**config.mk**
```make
export PLATFORM = sky130hd
export DESIGN_NAME = run_method_caller
export DESIGN_NICKNAME = d
export VERILOG_FILES = /design/src/rtl/run_method_caller.sv
export SDC_FILE = /design/constraint.sdc
export NUM_CORES = 1
export LEC_CHECK = 0
export BUFFER_PORTS_ARGS = -buffer_cell sky130_fd_sc_hd__buf_2
export CAP_MARGIN = 20
export CELL_PAD_IN_SITES_DETAIL_PLACEMENT = 0
export CELL_PAD_IN_SITES_GLOBAL_PLACEMENT = 1
export CORE_ASPECT_RATIO = 1.2
export CORE_MARGIN = 3
export CORE_UTILIZATION = 52
export DETAILED_ROUTE_END_ITERATION = 8
export GPL_ROUTABILITY_DRIVEN = 0
export GPL_TIMING_DRIVEN = 0
export PLACE_DENSITY_LB_ADDON = 0.1
export SETUP_SLACK_MARGIN = 0.02
export SLEW_MARGIN = 20
export SYNTH_ARGS = -nofsm -noshare
export SYNTH_HDL_FRONTEND = slang
export SYNTH_SLANG_ARGS = --single-unit
```
**constraint.sdc**
```tcl
create_clock -name clock -period 5.9 [get_ports clock]
set_input_delay 0.885 -clock clock [delete_from_list [all_inputs] [get_ports clock]]
set_output_delay 0.885 -clock clock [all_outputs]
set_load 0.03 [all_outputs]
```
**src/rtl/run_method_caller.sv**
```systemverilog
// Initiator-side sequencer for run_req/run_busy method blocks: buffers operands,
// issues one callee call per operand, and returns the result (or a timeout) downstream.
module run_method_caller #(
    parameter int WIDTH       = 32,
    parameter int DEPTH       = 4,
    parameter int ACK_TIMEOUT = 15
) (
    input  logic                     clock,
    input  logic                     reset_n,
    input  logic                     ce,
    input  logic                     i_cmd_valid,
    output logic                     o_cmd_ready,
    input  logic [WIDTH-1:0]         i_cmd_data,
    output logic                     o_run_req,
    output logic [WIDTH-1:0]         o_run_input_a_0,
    input  logic                     i_run_busy,
    input  logic [WIDTH-1:0]         i_run_result,
    output logic                     o_rsp_valid,
    input  logic                     i_rsp_ready,
    output logic [WIDTH-1:0]         o_rsp_data,
    output logic                     o_rsp_timeout,
    output logic [$clog2(DEPTH):0]   o_fifo_count
);

    localparam int AW = $clog2(DEPTH);
    localparam int CW = AW + 1;
    localparam int TW = $clog2(ACK_TIMEOUT + 1);

    typedef enum logic [1:0] {
        ST_IDLE = 2'd0,
        ST_REQ  = 2'd1,
        ST_ACK  = 2'd2,
        ST_RUN  = 2'd3
    } state_t;

    state_t             state_r;
    state_t             state_s;

    logic [WIDTH-1:0]   mem_r [DEPTH];
    logic [AW-1:0]      wr_ptr_r;
    logic [AW-1:0]      rd_ptr_r;
    logic [CW-1:0]      count_r;

    logic [TW-1:0]      timer_r;
    logic [TW-1:0]      timer_s;
    logic               run_req_r;
    logic               run_req_s;
    logic [WIDTH-1:0]   run_input_r;
    logic [WIDTH-1:0]   run_input_s;
    logic               rsp_valid_r;
    logic               rsp_valid_s;
    logic [WIDTH-1:0]   rsp_data_r;
    logic [WIDTH-1:0]   rsp_data_s;
    logic               rsp_timeout_r;
    logic               rsp_timeout_s;

    logic               full_s;
    logic               empty_s;
    logic               push_s;
    logic               pop_s;
    logic               rsp_accept_s;
    logic [WIDTH-1:0]   head_s;

    assign full_s       = (count_r == CW'(DEPTH));
    assign empty_s      = (count_r == {CW{1'b0}});
    assign push_s       = i_cmd_valid & ~full_s;
    assign rsp_accept_s = rsp_valid_r & i_rsp_ready;
    assign head_s       = mem_r[rd_ptr_r];

    // Sequencer next-state: IDLE waits for an operand and a free response slot,
    // so a new call never starts while a response is still unconsumed.
    always_comb begin
        state_s       = state_r;
        timer_s       = timer_r;
        run_req_s     = run_req_r;
        run_input_s   = run_input_r;
        rsp_data_s    = rsp_data_r;
        rsp_timeout_s = rsp_timeout_r;
        pop_s         = 1'b0;
        if (rsp_accept_s) begin
            rsp_valid_s = 1'b0;
        end else begin
            rsp_valid_s = rsp_valid_r;
        end

        case (state_r)
            ST_IDLE: begin
                if (!empty_s && !rsp_valid_r) begin
                    pop_s       = 1'b1;
                    run_input_s = head_s;
                    run_req_s   = 1'b1;
                    state_s     = ST_REQ;
                end else begin
                    state_s     = ST_IDLE;
                end
            end
            ST_REQ: begin
                run_req_s = 1'b0;
                timer_s   = {TW{1'b0}};
                state_s   = ST_ACK;
            end
            ST_ACK: begin
                if (i_run_busy) begin
                    state_s = ST_RUN;
                end else if (timer_r == TW'(ACK_TIMEOUT - 1)) begin
                    rsp_valid_s   = 1'b1;
                    rsp_timeout_s = 1'b1;
                    rsp_data_s    = {WIDTH{1'b0}};
                    state_s       = ST_IDLE;
                end else begin
                    timer_s = timer_r + TW'(1);
                end
            end
            ST_RUN: begin
                // Result is only valid on the busy falling edge; no timeout while running.
                if (!i_run_busy) begin
                    rsp_data_s    = i_run_result;
                    rsp_timeout_s = 1'b0;
                    rsp_valid_s   = 1'b1;
                    state_s       = ST_IDLE;
                end else begin
                    state_s = ST_RUN;
                end
            end
            default: begin
                run_req_s = 1'b0;
                state_s   = ST_IDLE;
            end
        endcase
    end

    // FSM state and registered outputs; everything holds while ce is low.
    always_ff @(posedge clock or negedge reset_n) begin
        if (!reset_n) begin
            state_r       <= ST_IDLE;
            timer_r       <= {TW{1'b0}};
            run_req_r     <= 1'b0;
            run_input_r   <= {WIDTH{1'b0}};
            rsp_valid_r   <= 1'b0;
            rsp_data_r    <= {WIDTH{1'b0}};
            rsp_timeout_r <= 1'b0;
        end else if (ce) begin
            state_r       <= state_s;
            timer_r       <= timer_s;
            run_req_r     <= run_req_s;
            run_input_r   <= run_input_s;
            rsp_valid_r   <= rsp_valid_s;
            rsp_data_r    <= rsp_data_s;
            rsp_timeout_r <= rsp_timeout_s;
        end
    end

    // Operand storage.
    always_ff @(posedge clock or negedge reset_n) begin
        if (!reset_n) begin
            for (int i = 0; i < DEPTH; i++) begin
                mem_r[i] <= {WIDTH{1'b0}};
            end
        end else if (ce && push_s) begin
            mem_r[wr_ptr_r] <= i_cmd_data;
        end
    end

    // Operand pointers and occupancy; pointers wrap naturally at DEPTH.
    always_ff @(posedge clock or negedge reset_n) begin
        if (!reset_n) begin
            wr_ptr_r <= {AW{1'b0}};
            rd_ptr_r <= {AW{1'b0}};
            count_r  <= {CW{1'b0}};
        end else if (ce) begin
            if (push_s) begin
                wr_ptr_r <= wr_ptr_r + AW'(1);
            end
            if (pop_s) begin
                rd_ptr_r <= rd_ptr_r + AW'(1);
            end
            case ({push_s, pop_s})
                2'b10:   count_r <= count_r + CW'(1);
                2'b01:   count_r <= count_r - CW'(1);
                default: count_r <= count_r;
            endcase
        end
    end

    assign o_cmd_ready     = ~full_s;
    assign o_run_req       = run_req_r;
    assign o_run_input_a_0 = run_input_r;
    assign o_rsp_valid     = rsp_valid_r;
    assign o_rsp_data      = rsp_data_r;
    assign o_rsp_timeout   = rsp_timeout_r;
    assign o_fifo_count    = count_r;

endmodule

```
After elaboration in Yosys (flattened, before gate mapping). Index checks and enable logic that the tools add are counted.

Register bits: 208. Bits of input ports: 70. Output and inout port bits: 71. Word-level logic and storage cells: 91.

Add/sub/neg operators: 5. Order comparisons: 3. Equality and inequality tests: 13. Mux-type cells: 32. Bitwise logic cells: 5. Reduce and logical (&&, ||, !) cells: 19.

Operators by type and width (number): two-way mux 32 bit (6); bitwise mux 128 bit (1); binary-select mux 32 bit (select 2 bit) (1); demux 32 bit (select 2 bit) (1); one-hot mux 32 bit (2 select lines) (1); two-way mux 1 bit (11); inequality test 2 bit, second input constant (5); two-way mux 4 bit (2); one-hot mux 2 bit (4 select lines) (1); one-hot mux 4 bit (2 select lines) (1); AND reduction 2 bit (4); nonzero test 2 bit (4); equality test 2 bit, second input constant (3); greater-or-equal comparator 3 bit, second input constant (2); two-way mux 2 bit (3); inverter 2 -> 3 bit (2); one-hot mux 1 bit (2 select lines) (3); one-hot mux 3 bit (2 select lines) (1); AND reduction 3 bit (2); AND reduction 5 bit (1); adder 2 x 1 -> 2 bit, second input constant (2); adder 4 x 1 -> 4 bit, second input constant (1); equality test 2 x 1 -> 1 bit, second input constant (2); equality test 4 bit, second input constant (1); other kinds (12) (16).

Longest topological paths before layout.
Depth in word-level cells: 8. Mapped depth: 8. Depth with buffers taken out: 8.

Worst setup path after synthesis. OpenSTA, ideal clock, no wires.

Path kind: register to register. From: register count_r[2], in the netlist o_fifo_count[2]. To: register count_r[2], in the netlist o_fifo_count[2]. Library setup time: 81 ps. Arrival time: 2088 ps. Required time: 5819 ps. Setup slack: 3732 ps. Cell stages (with the launch flop): 9. Buffers on the path: 0. Period minus slack after synthesis: 2168 ps. Cells stage by stage: dfrtp_1 -> or3b_4 -> nand2_1 -> ha_1 -> inv_1 -> fa_1 -> xor2_1 -> nor2_1 -> xor2_1.

Elaborated cells between the ends (all ways): 15. Classes of those cells: add/sub (2); eq/ne (3); mux (3); bitwise (2); reduce/logical (5).

RTL lines: start: declaration (RTL line 42) `logic [CW-1:0] count_r;`; start signal: assignment (RTL line 169) `count_r <= {CW{1'b0}};`; start signal: assignment (RTL line 178) `2'b10: count_r <= count_r + CW'(1);`; start signal: assignment (RTL line 179) `2'b01: count_r <= count_r - CW'(1);`; equality test 3 bit (*) (RTL line 64) `assign full_s = (count_r == CW'(DEPTH));`; inverter 1 bit (*); net o_cmd_ready (RTL line 12) `output logic o_cmd_ready,`; bitwise AND 1 bit (*) (RTL line 66) `assign push_s = i_cmd_valid & ~full_s;`; equality test 2 x 1 -> 1 bit / equality test 2 bit (equally long branches) (RTL line 177) `case ({push_s, pop_s})`; nonzero test 2 bit (no line); AND reduction 2 bit (no line).

The timed path passes the listed nets; every way through them passes the cells marked *. A chain may end at the register's enable or synchronous reset.

Final worst setup path.
From: register count_r[1], in the netlist o_fifo_count[1]. To: output port o_cmd_ready.

Word-level cells in the longest chain between the ends: 2.

Ends and longest elaborated chain: equality test 3 bit (RTL line 64); inverter 1 bit (RTL line 185) `assign o_cmd_ready = ~full_s;`; end: declaration (RTL line 12).

No other way between the ends.

==> results.md <==
* Outcome: complete, no violations
* Met3 wire len at 953 um
* Worst Path Max Fanout at 6
* Met2 WL post-DR at 8877 um
* Top layer reached by signal wires: met4
* Element type at the critical path start: flip-flop
* Final hold vios at 0
* Post-DRT Antenna Nets at 0
* Via count at 5153
* Max Transition Viols Final at 0
* Pwr Density at 579.9 nW/um^2
* Yosys reg bits at 208
* Final Skew at 0.008640 ns
* Row Count at 53
* Post-DP HPWL at 12230 um
* CTS tree: done
* Setup TNS at 0 ns
* Max_cap viols at 0
* GRT Residual Overflow at 0
* Final period util at 41.01%
* Core Box Area at 17640 um^2
* Pre-antenna DRT Iters at 4
* PnR worst setup slack at 3.480 ns
* Fmax at 0.4133 GHz
* Die footprint at 19730 um^2
* Synth top area share at 55.39%
* IO Count at 141
* DRT met1 WL at 8311 um
* Critical path capture point type: output pin
* Unique masters post-synth at 41
* Die height at 153.3 um
* Number of antenna violations at the first check in global routing at 0
* Clock transition at path regs at 0.06 ns
* Reg2reg path depth at 7
* Synth Instances at 543
* Routed Wire Length at 18400 um
* Synth-to-layout area growth at 18.33%
* Buffers on Ports at 139
* Main area contributors after synthesis: dfrtp_1, mux2_4, mux4_2
* Syn. warnings at 0
* Maximum vdd drop at 0.2688 mV
* Least-Margin Pin Slew at 0.7452 ns
* Largest net degree at the start of global routing at 92
* Syn Area/Cell at 17.31 um^2
* Commonest non-fill, non-tap cell in the layout: dfrtp_1
* Min cycle time layout at 2.420 ns
* CTS H-Tree Depth at 1
* Crit Path Category: flip-flop to output pin
* Most frequent cells in the layout: dfrtp_1, buf_2, mux2_4
* Clock sink count at 208
* Leak at 5.604 nW
* CTS Hold Bufs at 0
* Pwr Total at 6.449 mW
* Via density at 5.488
* RSZ-0062 raised after global routing: false
* Routed len/inst at 19.59 um
* Root Buffer: clkbuf_16
* GRT Util Overall at 19.58%
* Critical path data arrival time at 1.53 ns
* Largest area contributor in the netlist: dfrtp_1
* Pre-CTS setup slack at 3.497 ns
* WP data required at 5.02 ns
* Antenna Cells at 0
* Hold Path Class: input pin to asynchronous set/reset pin
* Nets at 786
* CTS resizes at 0
* Fillers at 1306
* Final setup fails at 0
* Vias in the first global route at 5850
* # DRC at 0
* Initial DRC Count at 169
* TritonCTS buffer count at 22
* Max transition margin at 50.32%
* Post-synthesis sequential area ratio at 55.39%
* CTS max path bufs at 3
* Post-CTS Setup Bufs at 0
* Final core utilization at 63.04%
* Synthesized area at 9398 um^2
* Die span in x at 128.7 um
* First-pass GRT wire length at 31280 um
* Worst-Skew Late Latency at 0.50 ns
* Layout cell share with drive strength beyond 1 at 55.49%
* Starting density of the core at 53.28%
* Net count after synthesis at 621
==> kinds of logic (layout without fill, tap and decap cells) <==
group	Yosys count	count (layout)	synth area share, %
and+or+nand+nor	40	40	2.996
xor gates and xnor gates	6	6	0.5592
AOI/OAI and AO/OA	47	47	4.074
buffers and inverters	42	218	4.207
muxes	192	192	31.63
DFF	208	208	55.39
adders and majority gates	8	8	1.145
==> layout make-up <==
class                      count  area [um^2]  share of cell area (%)
tap                          220        275.3                   2.475
clock buffer                  28        583.1                   5.243
inverter                       7        26.28                  0.2363
multi-input combinational    293         3797                   34.15
clock inverter                 7        103.9                  0.9338
sequential                   208         5205                   46.80
buffer                        35        369.1                   3.319
timing repair buffer         141        760.7                   6.841
==> through the flow <==
stage                     cell area, um^2  hold WS, ns  std cells
after global placement              10370       0.4773        902
after floorplan                      9398       0.4738        543
final                               11120       0.2608        939
after CTS                           11120       0.2598        939
after detailed placement            10430       0.4763        904
after global routing                11120       0.2682        939
==> cell usage after synthesis <==
library cell  number
nand4_1            1
nand2_8            4
buf_12            13
o32ai_1            1
or3_2              1
xnor2_1            4
mux4_2            32
a31oi_1            2
nand2_1           12
fa_1               1
nor3b_1            1
nor4b_2            1
inv_1              7
o211ai_1           1
o22a_1             1
mux2_2            40
buf_2             12
nand3_1            1
and3_4             1
nand2b_1           1
or3b_4             1
a41oi_1            1
nor3_1             5
clkbuf_1           7
buf_4              3
and2_1             1
o31ai_1            1
a21boi_0           1
nor4_1             1
dfrtp_1          208
o21ai_0            2
and3b_1            1
ha_1               7
a21oi_1            3
a22o_1            33
nor2_1             4
xor2_1             2
and3_1             2
mux2_4           120
nor2b_1            2
a21o_1             1
==> flip-flops by register name, summed over array words and instances (netlist names), 2 cells and up <==
register         count
timer_r              4
o_run_input_a_0     32
state_r              2
o_rsp_data          32
mem_r              128
rd_ptr_r             2
wr_ptr_r             2
o_fifo_count         3
==> layer usage <==
layer	global-route usage [%]	vias to the layer above
met5	0	-
met4	4.202	0
met3	3.495	27
met2	31.42	134
met1	28.17	2659
li1	-	2333
==> critical path: stages, from the launching register on <==
cell	delay (ns)
dfrtp_1	0.43
or3b_4	0.42
buf_2	0.19
==> report_power, final <==
group          internal [mW]  leakage, nW  switching (mW)  total, mW
Combinational           1.43         2.74            1.17       2.60
Clock                  0.785        0.324           0.548       1.33
Sequential              2.12         2.54           0.393       2.51
==> worst paths after layout <==
check	from	to	slack (ns)
hold / removal	reset_n	mem_r[117]$_DFFE_PN0P_	0.26
max in group asynchronous	reset_n	mem_r[5]$_DFFE_PN0P_	4.50
min in group clock	o_rsp_timeout$_DFFE_PN0P_	o_rsp_timeout$_DFFE_PN0P_	0.49
setup reg to reg	timer_r[0]$_DFFE_PN0P_	o_rsp_data[25]$_DFFE_PN0P_	3.74
setup / recovery	o_fifo_count[1]$_DFFE_PN0P_	o_cmd_ready	3.48
hold reg to reg	o_rsp_timeout$_DFFE_PN0P_	o_rsp_timeout$_DFFE_PN0P_	0.49
Note: power is estimated with default switching activity, not from simulation.
